$ cat config.mk
export PLATFORM = sky130hd
export DESIGN_NAME = sm_led_slot_indicator_flat
export DESIGN_NICKNAME = d
export VERILOG_FILES = /design/src/rtl/sm_led_slot_indicator_if.sv /design/src/rtl/sm_led_slot_indicator.sv /design/src/flat_wrapper.sv
export SDC_FILE = /design/constraint.sdc
export NUM_CORES = 1
export LEC_CHECK = 0
export ABC_AREA = 1
export CORE_MARGIN = 4
export CORE_UTILIZATION = 25
export DETAILED_ROUTE_END_ITERATION = 10
export PLACE_DENSITY = 0.39
export SYNTH_ARGS = -nofsm -noshare
export SYNTH_HDL_FRONTEND = slang
export SYNTH_SLANG_ARGS = --single-unit
$ cat constraint.sdc
create_clock -name clk_50 -period 2.2 [get_ports clk_50]
set_clock_uncertainty 0.1 [all_clocks]
set_input_delay 0.44 -clock clk_50 [delete_from_list [all_inputs] [get_ports clk_50]]
set_output_delay 0.44 -clock clk_50 [all_outputs]
set_load 0.005 [all_outputs]
$ cat src/rtl/sm_led_slot_indicator_if.sv
// rtl/sm_led_slot_indicator_if.sv - sensor/node inputs and RGB slot outputs of the LED slot indicator
interface sm_led_slot_indicator_if #(
  parameter int N_LED  = 3,
  parameter int NODE_W = 6
);
  localparam int SC_W = $clog2(N_LED + 1);

  logic              red;
  logic              green;
  logic              blue;
  logic [NODE_W-1:0] node;
  logic              blink_en;
  logic [N_LED-1:0]  led_r;
  logic [N_LED-1:0]  led_g;
  logic [N_LED-1:0]  led_b;
  logic [SC_W-1:0]   slot_cnt;
  logic              full;

  modport master (
    output red, green, blue, node, blink_en,
    input  led_r, led_g, led_b, slot_cnt, full
  );

  modport slave (
    input  red, green, blue, node, blink_en,
    output led_r, led_g, led_b, slot_cnt, full
  );
endinterface

$ cat src/rtl/sm_led_slot_indicator.sv
// rtl/sm_led_slot_indicator.sv - debounced colour capture into RGB LED slots with clear and blink
module sm_led_slot_indicator #(
  parameter int N_LED      = 3,
  parameter int NODE_W     = 6,
  parameter int CLR_NODE_A = 11,
  parameter int CLR_NODE_B = 22,
  parameter int DEBOUNCE   = 4,
  parameter int BLINK_DIV  = 25000000
) (
  input  logic                  clk_50,
  input  logic                  rst_n,
  sm_led_slot_indicator_if.slave io
);
  localparam int SC_W  = $clog2(N_LED + 1);
  localparam int CNT_W = $clog2(DEBOUNCE + 1);
  localparam int BLK_W = $clog2(BLINK_DIV);

  typedef enum logic [1:0] {IDLE, QUAL, LATCHED} state_t;

  // Sampled sensor lines, packed {r,g,b}
  logic [2:0] samp_q;
  logic       samp_none;
  logic       samp_valid;

  state_t           state_q, state_d;
  logic [CNT_W-1:0] cnt_q, cnt_d;
  logic [2:0]       col_q, col_d;
  logic             cap;

  logic [N_LED-1:0][2:0] slot_q, slot_d;
  logic [SC_W-1:0]       slot_cnt_q, slot_cnt_d;
  logic                  full_q;
  logic                  clr;

  logic [BLK_W-1:0] blk_cnt_q, blk_cnt_d;
  logic             phase_q, phase_d;

  logic [N_LED-1:0] led_r_q, led_r_d;
  logic [N_LED-1:0] led_g_q, led_g_d;
  logic [N_LED-1:0] led_b_q, led_b_d;

  assign samp_none  = (samp_q == 3'b000);
  assign samp_valid = (samp_q == 3'b100) || (samp_q == 3'b010) || (samp_q == 3'b001);
  assign clr        = (io.node == NODE_W'(CLR_NODE_A)) || (io.node == NODE_W'(CLR_NODE_B));

  // Register the raw sensor lines once before qualification
  always_ff @(posedge clk_50) begin
    if (!rst_n) samp_q <= 3'b000;
    else        samp_q <= {io.red, io.green, io.blue};
  end

  // Qualifier state register
  always_ff @(posedge clk_50) begin
    if (!rst_n) begin
      state_q <= IDLE;
      cnt_q   <= '0;
      col_q   <= 3'b000;
    end else begin
      state_q <= state_d;
      cnt_q   <= cnt_d;
      col_q   <= col_d;
    end
  end

  // Qualifier next state: count a run of one identical one-hot colour
  always_comb begin
    state_d = state_q;
    cnt_d   = cnt_q;
    col_d   = col_q;
    case (state_q)
      IDLE: begin
        if (samp_valid) begin
          col_d = samp_q;
          if (DEBOUNCE == 1) begin
            state_d = LATCHED;
          end else begin
            state_d = QUAL;
            cnt_d   = CNT_W'(1);
          end
        end
      end
      QUAL: begin
        if (samp_q == col_q) begin
          if (cnt_q == CNT_W'(DEBOUNCE - 1)) state_d = LATCHED;
          else                               cnt_d   = cnt_q + CNT_W'(1);
        end else if (samp_valid) begin
          col_d = samp_q;
          cnt_d = CNT_W'(1);
        end else begin
          state_d = IDLE;
        end
      end
      LATCHED: begin
        // Only a clean "no colour" sample releases; invalid mixes keep the latch
        if (samp_none) state_d = IDLE;
      end
      default: state_d = IDLE;
    endcase
  end

  // Qualifier output: one-cycle capture pulse when the run completes
  always_comb begin
    cap = 1'b0;
    case (state_q)
      IDLE:    cap = samp_valid && (DEBOUNCE == 1);
      QUAL:    cap = (samp_q == col_q) && (cnt_q == CNT_W'(DEBOUNCE - 1));
      default: cap = 1'b0;
    endcase
  end

  // Slot fill and clear; clear overrides a capture in the same cycle
  always_comb begin
    slot_d     = slot_q;
    slot_cnt_d = slot_cnt_q;
    if (clr) begin
      slot_d     = '0;
      slot_cnt_d = '0;
    end else if (cap && (slot_cnt_q != SC_W'(N_LED))) begin
      for (int i = 0; i < N_LED; i++) begin
        if (slot_cnt_q == SC_W'(i)) slot_d[i] = samp_q;
      end
      slot_cnt_d = slot_cnt_q + SC_W'(1);
    end
  end

  // Blink timebase: phase toggles each BLINK_DIV cycles, parked "on" when disabled
  always_comb begin
    blk_cnt_d = blk_cnt_q;
    phase_d   = phase_q;
    if (!io.blink_en) begin
      blk_cnt_d = '0;
      phase_d   = 1'b1;
    end else if (blk_cnt_q == BLK_W'(BLINK_DIV - 1)) begin
      blk_cnt_d = '0;
      phase_d   = ~phase_q;
    end else begin
      blk_cnt_d = blk_cnt_q + BLK_W'(1);
    end
  end

  // LED drive from next slot contents gated by next blink phase
  always_comb begin
    led_r_d = '0;
    led_g_d = '0;
    led_b_d = '0;
    for (int i = 0; i < N_LED; i++) begin
      led_r_d[i] = slot_d[i][2] & phase_d;
      led_g_d[i] = slot_d[i][1] & phase_d;
      led_b_d[i] = slot_d[i][0] & phase_d;
    end
  end

  // Slot, blink and output registers
  always_ff @(posedge clk_50) begin
    if (!rst_n) begin
      slot_q     <= '0;
      slot_cnt_q <= '0;
      full_q     <= 1'b0;
      blk_cnt_q  <= '0;
      phase_q    <= 1'b1;
      led_r_q    <= '0;
      led_g_q    <= '0;
      led_b_q    <= '0;
    end else begin
      slot_q     <= slot_d;
      slot_cnt_q <= slot_cnt_d;
      full_q     <= (slot_cnt_d == SC_W'(N_LED));
      blk_cnt_q  <= blk_cnt_d;
      phase_q    <= phase_d;
      led_r_q    <= led_r_d;
      led_g_q    <= led_g_d;
      led_b_q    <= led_b_d;
    end
  end

  assign io.led_r    = led_r_q;
  assign io.led_g    = led_g_q;
  assign io.led_b    = led_b_q;
  assign io.slot_cnt = slot_cnt_q;
  assign io.full     = full_q;
endmodule
$ cat src/flat_wrapper.sv
// flat-port wrapper written by rule: the top's interface ports become plain ports
module sm_led_slot_indicator_flat 
#(
  parameter int N_LED      = 3,
  parameter int NODE_W     = 6,
  parameter int CLR_NODE_A = 11,
  parameter int CLR_NODE_B = 22,
  parameter int DEBOUNCE   = 4,
  parameter int BLINK_DIV  = 25000000
)
  (clk_50, rst_n, io_red, io_green, io_blue, io_node, io_blink_en, io_led_r, io_led_g, io_led_b, io_slot_cnt, io_full);
  sm_led_slot_indicator_if #(.N_LED(N_LED), .NODE_W(NODE_W)) io_i ();
  input  logic clk_50;
  input  logic rst_n;
  input wire logic [$bits(io_i.red)-1:0] io_red;
  input wire logic [$bits(io_i.green)-1:0] io_green;
  input wire logic [$bits(io_i.blue)-1:0] io_blue;
  input wire logic [$bits(io_i.node)-1:0] io_node;
  input wire logic [$bits(io_i.blink_en)-1:0] io_blink_en;
  output wire logic [$bits(io_i.led_r)-1:0] io_led_r;
  output wire logic [$bits(io_i.led_g)-1:0] io_led_g;
  output wire logic [$bits(io_i.led_b)-1:0] io_led_b;
  output wire logic [$bits(io_i.slot_cnt)-1:0] io_slot_cnt;
  output wire logic [$bits(io_i.full)-1:0] io_full;
  assign io_i.red = io_red;
  assign io_i.green = io_green;
  assign io_i.blue = io_blue;
  assign io_i.node = io_node;
  assign io_i.blink_en = io_blink_en;
  assign io_led_r = io_i.led_r;
  assign io_led_g = io_i.led_g;
  assign io_led_b = io_i.led_b;
  assign io_slot_cnt = io_i.slot_cnt;
  assign io_full = io_i.full;
  sm_led_slot_indicator #(.N_LED(N_LED), .NODE_W(NODE_W), .CLR_NODE_A(CLR_NODE_A), .CLR_NODE_B(CLR_NODE_B), .DEBOUNCE(DEBOUNCE), .BLINK_DIV(BLINK_DIV)) u_core (.clk_50(clk_50), .rst_n(rst_n), .io(io_i));
endmodule
==> impl_metrics.ini <==
[routing]
avgRoutedWirePerCell_um = 11.2
routed_wl_um = 6240
num_vias = 2356
viasPerCell = 4.25
drtAntennaViolNets = 0
drtIter0Drc = 97
drc = 0
dr.pass1.iters = 4

[setup_path]
r2r_slack_ps = 300
crit_path_end_kind = flop
required_ps = 2320
arrival_ps = 2020
crit_fanout = 10
rr_startpoint = u_core.blk_cnt_q[0]
cp-endpoint = u_core.io.led_g[0]
crit_path_start = u_core.blk_cnt_q[0]
r2r_cells = 10
regToRegEndpoint = u_core.io.led_g[0]
worstSetupPathType = flop to flop
cp-start-kind = flop

[synthesis]
syn_area_um2 = 2720
synth_edf_count = 0
ys_types = 29
avgSynthCellArea_um2 = 7.12
synth_area_leaders = dfxtp_1, nand2_1, nor2_1
synthTopCellsByCount = nand2_1, nor2_1, dfxtp_1
synth_top_cell_by_area = dfxtp_1
yosys.area.top_type_share = 0.427
synth.most_common_cell = nand2_1
seq_area_frac_synth = 0.427
synthesis.nets = 401
synth_warnings = 0
synthArstFlopShare = 0
synth_top_flop_cell = dfxtp_1
ys_seq_elements = 58
synth_cells = 382

[sta]
period_needed_ps = 1900
fmax_ghz = 0.526
tightest_slew_ps = 544
slew_headroom = 0.636
setup_violations = 0
finalHoldViolCount = 0
fin_ws_ps = 298
rsz0062_at_grt = no
tns_ps = 0
drv_slew = 0
period_share = 0.865

[placed_design]
routabilityCongestion = 0.767
postPlaceCellArea_um2 = 3130
place_ws_ps = 138
io_buffers = 23
dp_cells = 540
dp_hpwl_um = 4670

[pwr]
finalPower_mw = 2.17
power_density_nw_per_um2 = 654
vdd_drop_max_mv = 0.281
leakagePower_nw = 1.27

[floorplan]
ios = 24
floorplan.die.width_um = 112
num_rows = 37
die_area_um2 = 12600
initial_utilization = 0.260
core_area_um2 = 10500
die_h_um = 112

[clock_tree]
clk_path_buf_depth = 2
cts.sinks = 58
cts.clk_slew.worst_paths_ps = 60
clockRootBuffer = clkbuf_8
htreeDepth = 3
holdBufCountCts = 0
clk_latency_ps = 330
ctsResizeCount = 0
cts_tree = built
numCtsBuffers = 9
cts_setup_buffers = 0

[global_route]
grt_pass1_vias = 2225
grt_max_degree = 26
grt_overflow = 0
grt_use_total = 0.104
antenna_found_initial = 0
grt_pass1_wl_um = 10700

[final_layout]
drive_above_1_share = 0.0740
nets = 434
multiInputGateArea_um2 = 1340
final_area_um2 = 3320
nFillCells = 1146
syn_to_final_growth_pct = 22.0
regArea_um2 = 1160
layoutNonFillerInstCount = 555
antenna_cells = 0

[flow_run]
cap_violations = 0

[hold_path]
min_path_type = flop to flop
whs_path_depth = 1

[run_status]
status = finished clean
metal layers:
layer | vias to the layer above | track usage | share of wire
li1 | 1271 | - | -
met1 | 1051 | 0.141 | 0.51
met2 | 29 | 0.156 | 0.44
met3 | 5 | 0.0377 | 0.041
met4 | 0 | 0.0313 | 0.012
met5 | - | 0 | 0
kinds of logic after synthesis:
logic type                 count (synthesis)  share of synthesized area
xor gates and xnor gates                  14                     0.0478
AOI/OAI and AO/OA                         17                     0.0350
DFF                                       58                      0.427
and+or+nand+nor                          231                      0.377
adders and majority gates                  7                     0.0322
buffers and inverters                     55                     0.0810
per-stage QoR:
step | utilization | hold slack, ps
CTS | 0.317 | 344
floorplan | - | 312
global placement | 0.300 | 323
detailed placement | 0.300 | 331
global route | 0.317 | 362
finish | 0.317 | 346
registers in the layout, summed over array words and instances (netlist names):
name and count:
u_core.io.led_r 3, u_core.io.slot_cnt 2, u_core.samp_q 3, u_core.io.led_g 3
u_core.slot_q 9, u_core.phase_q 1, u_core.io.led_b 3, u_core.cnt_q 3
u_core.blk_cnt_q 25, u_core.col_q 3, u_core.io.full 1, u_core.state_q 2
report_power, final:
part           internal, mW  switching [mW]  total (mW)  leakage, nW
logic                0.0543          0.0816       0.136        0.702
clock network         0.545           0.412       0.957       0.0962
registers              1.07          0.0116        1.08        0.469
area by class of cell:
type	count	area share
clock buffers	12	0.0437
clock inverters	3	0.0121
inverters	49	0.0554
multi-input cells	269	0.403
flip-flops and latches	58	0.350
well taps	136	0.0513
repair buffers	28	0.0844
worst max-delay path, cell delays in order, from the launching register on:
cell      delay (ps)
dfxtp_1          350
ha_1             190
nand3_1          180
inv_1            160
nand3b_1         100
nor2_1           180
nand2_1          110
nand2_1           70
nand3_1           80
nand2_2          200
nor2_1            70
worst min path at each step:
stage / startpoint / endpoint / slack (ps)
2_1_floorplan: u_core.blk_cnt_q[0] / u_core.blk_cnt_q[0] / 310
3_3_place_gp: u_core.blk_cnt_q[0] / u_core.blk_cnt_q[0] / 320
3_5_place_dp: u_core.blk_cnt_q[0] / u_core.blk_cnt_q[0] / 330
4_1_cts: u_core.blk_cnt_q[0] / u_core.blk_cnt_q[0] / 340
5_1_grt: u_core.blk_cnt_q[0] / u_core.blk_cnt_q[0] / 360
6_report: u_core.blk_cnt_q[0] / u_core.blk_cnt_q[0] / 350
placed cells by master (no fill, tap or decap):
cell	n
buf_12	1
bufinv_16	1
clkbuf_8	10
buf_4	4
inv_2	3
a21oi_2	1
dfxtp_1	58
and3_2	1
nand3b_1	3
clkbuf_1	2
clkinv_2	2
o21ai_0	2
xor2_1	7
nand3_1	26
nor2_1	74
o22ai_1	1
nand3_2	2
or2_0	3
nor3_1	9
nand4_1	16
xnor2_1	6
inv_1	46
clkdlybuf4s50_1	23
xor2_2	1
a22o_1	1
nor3b_1	2
nand2_2	2
nand2_1	90
ha_1	7
a31oi_1	1
nor3_4	2
nor2_2	1
a21oi_1	11
Power figures use the tool's default switching activity.
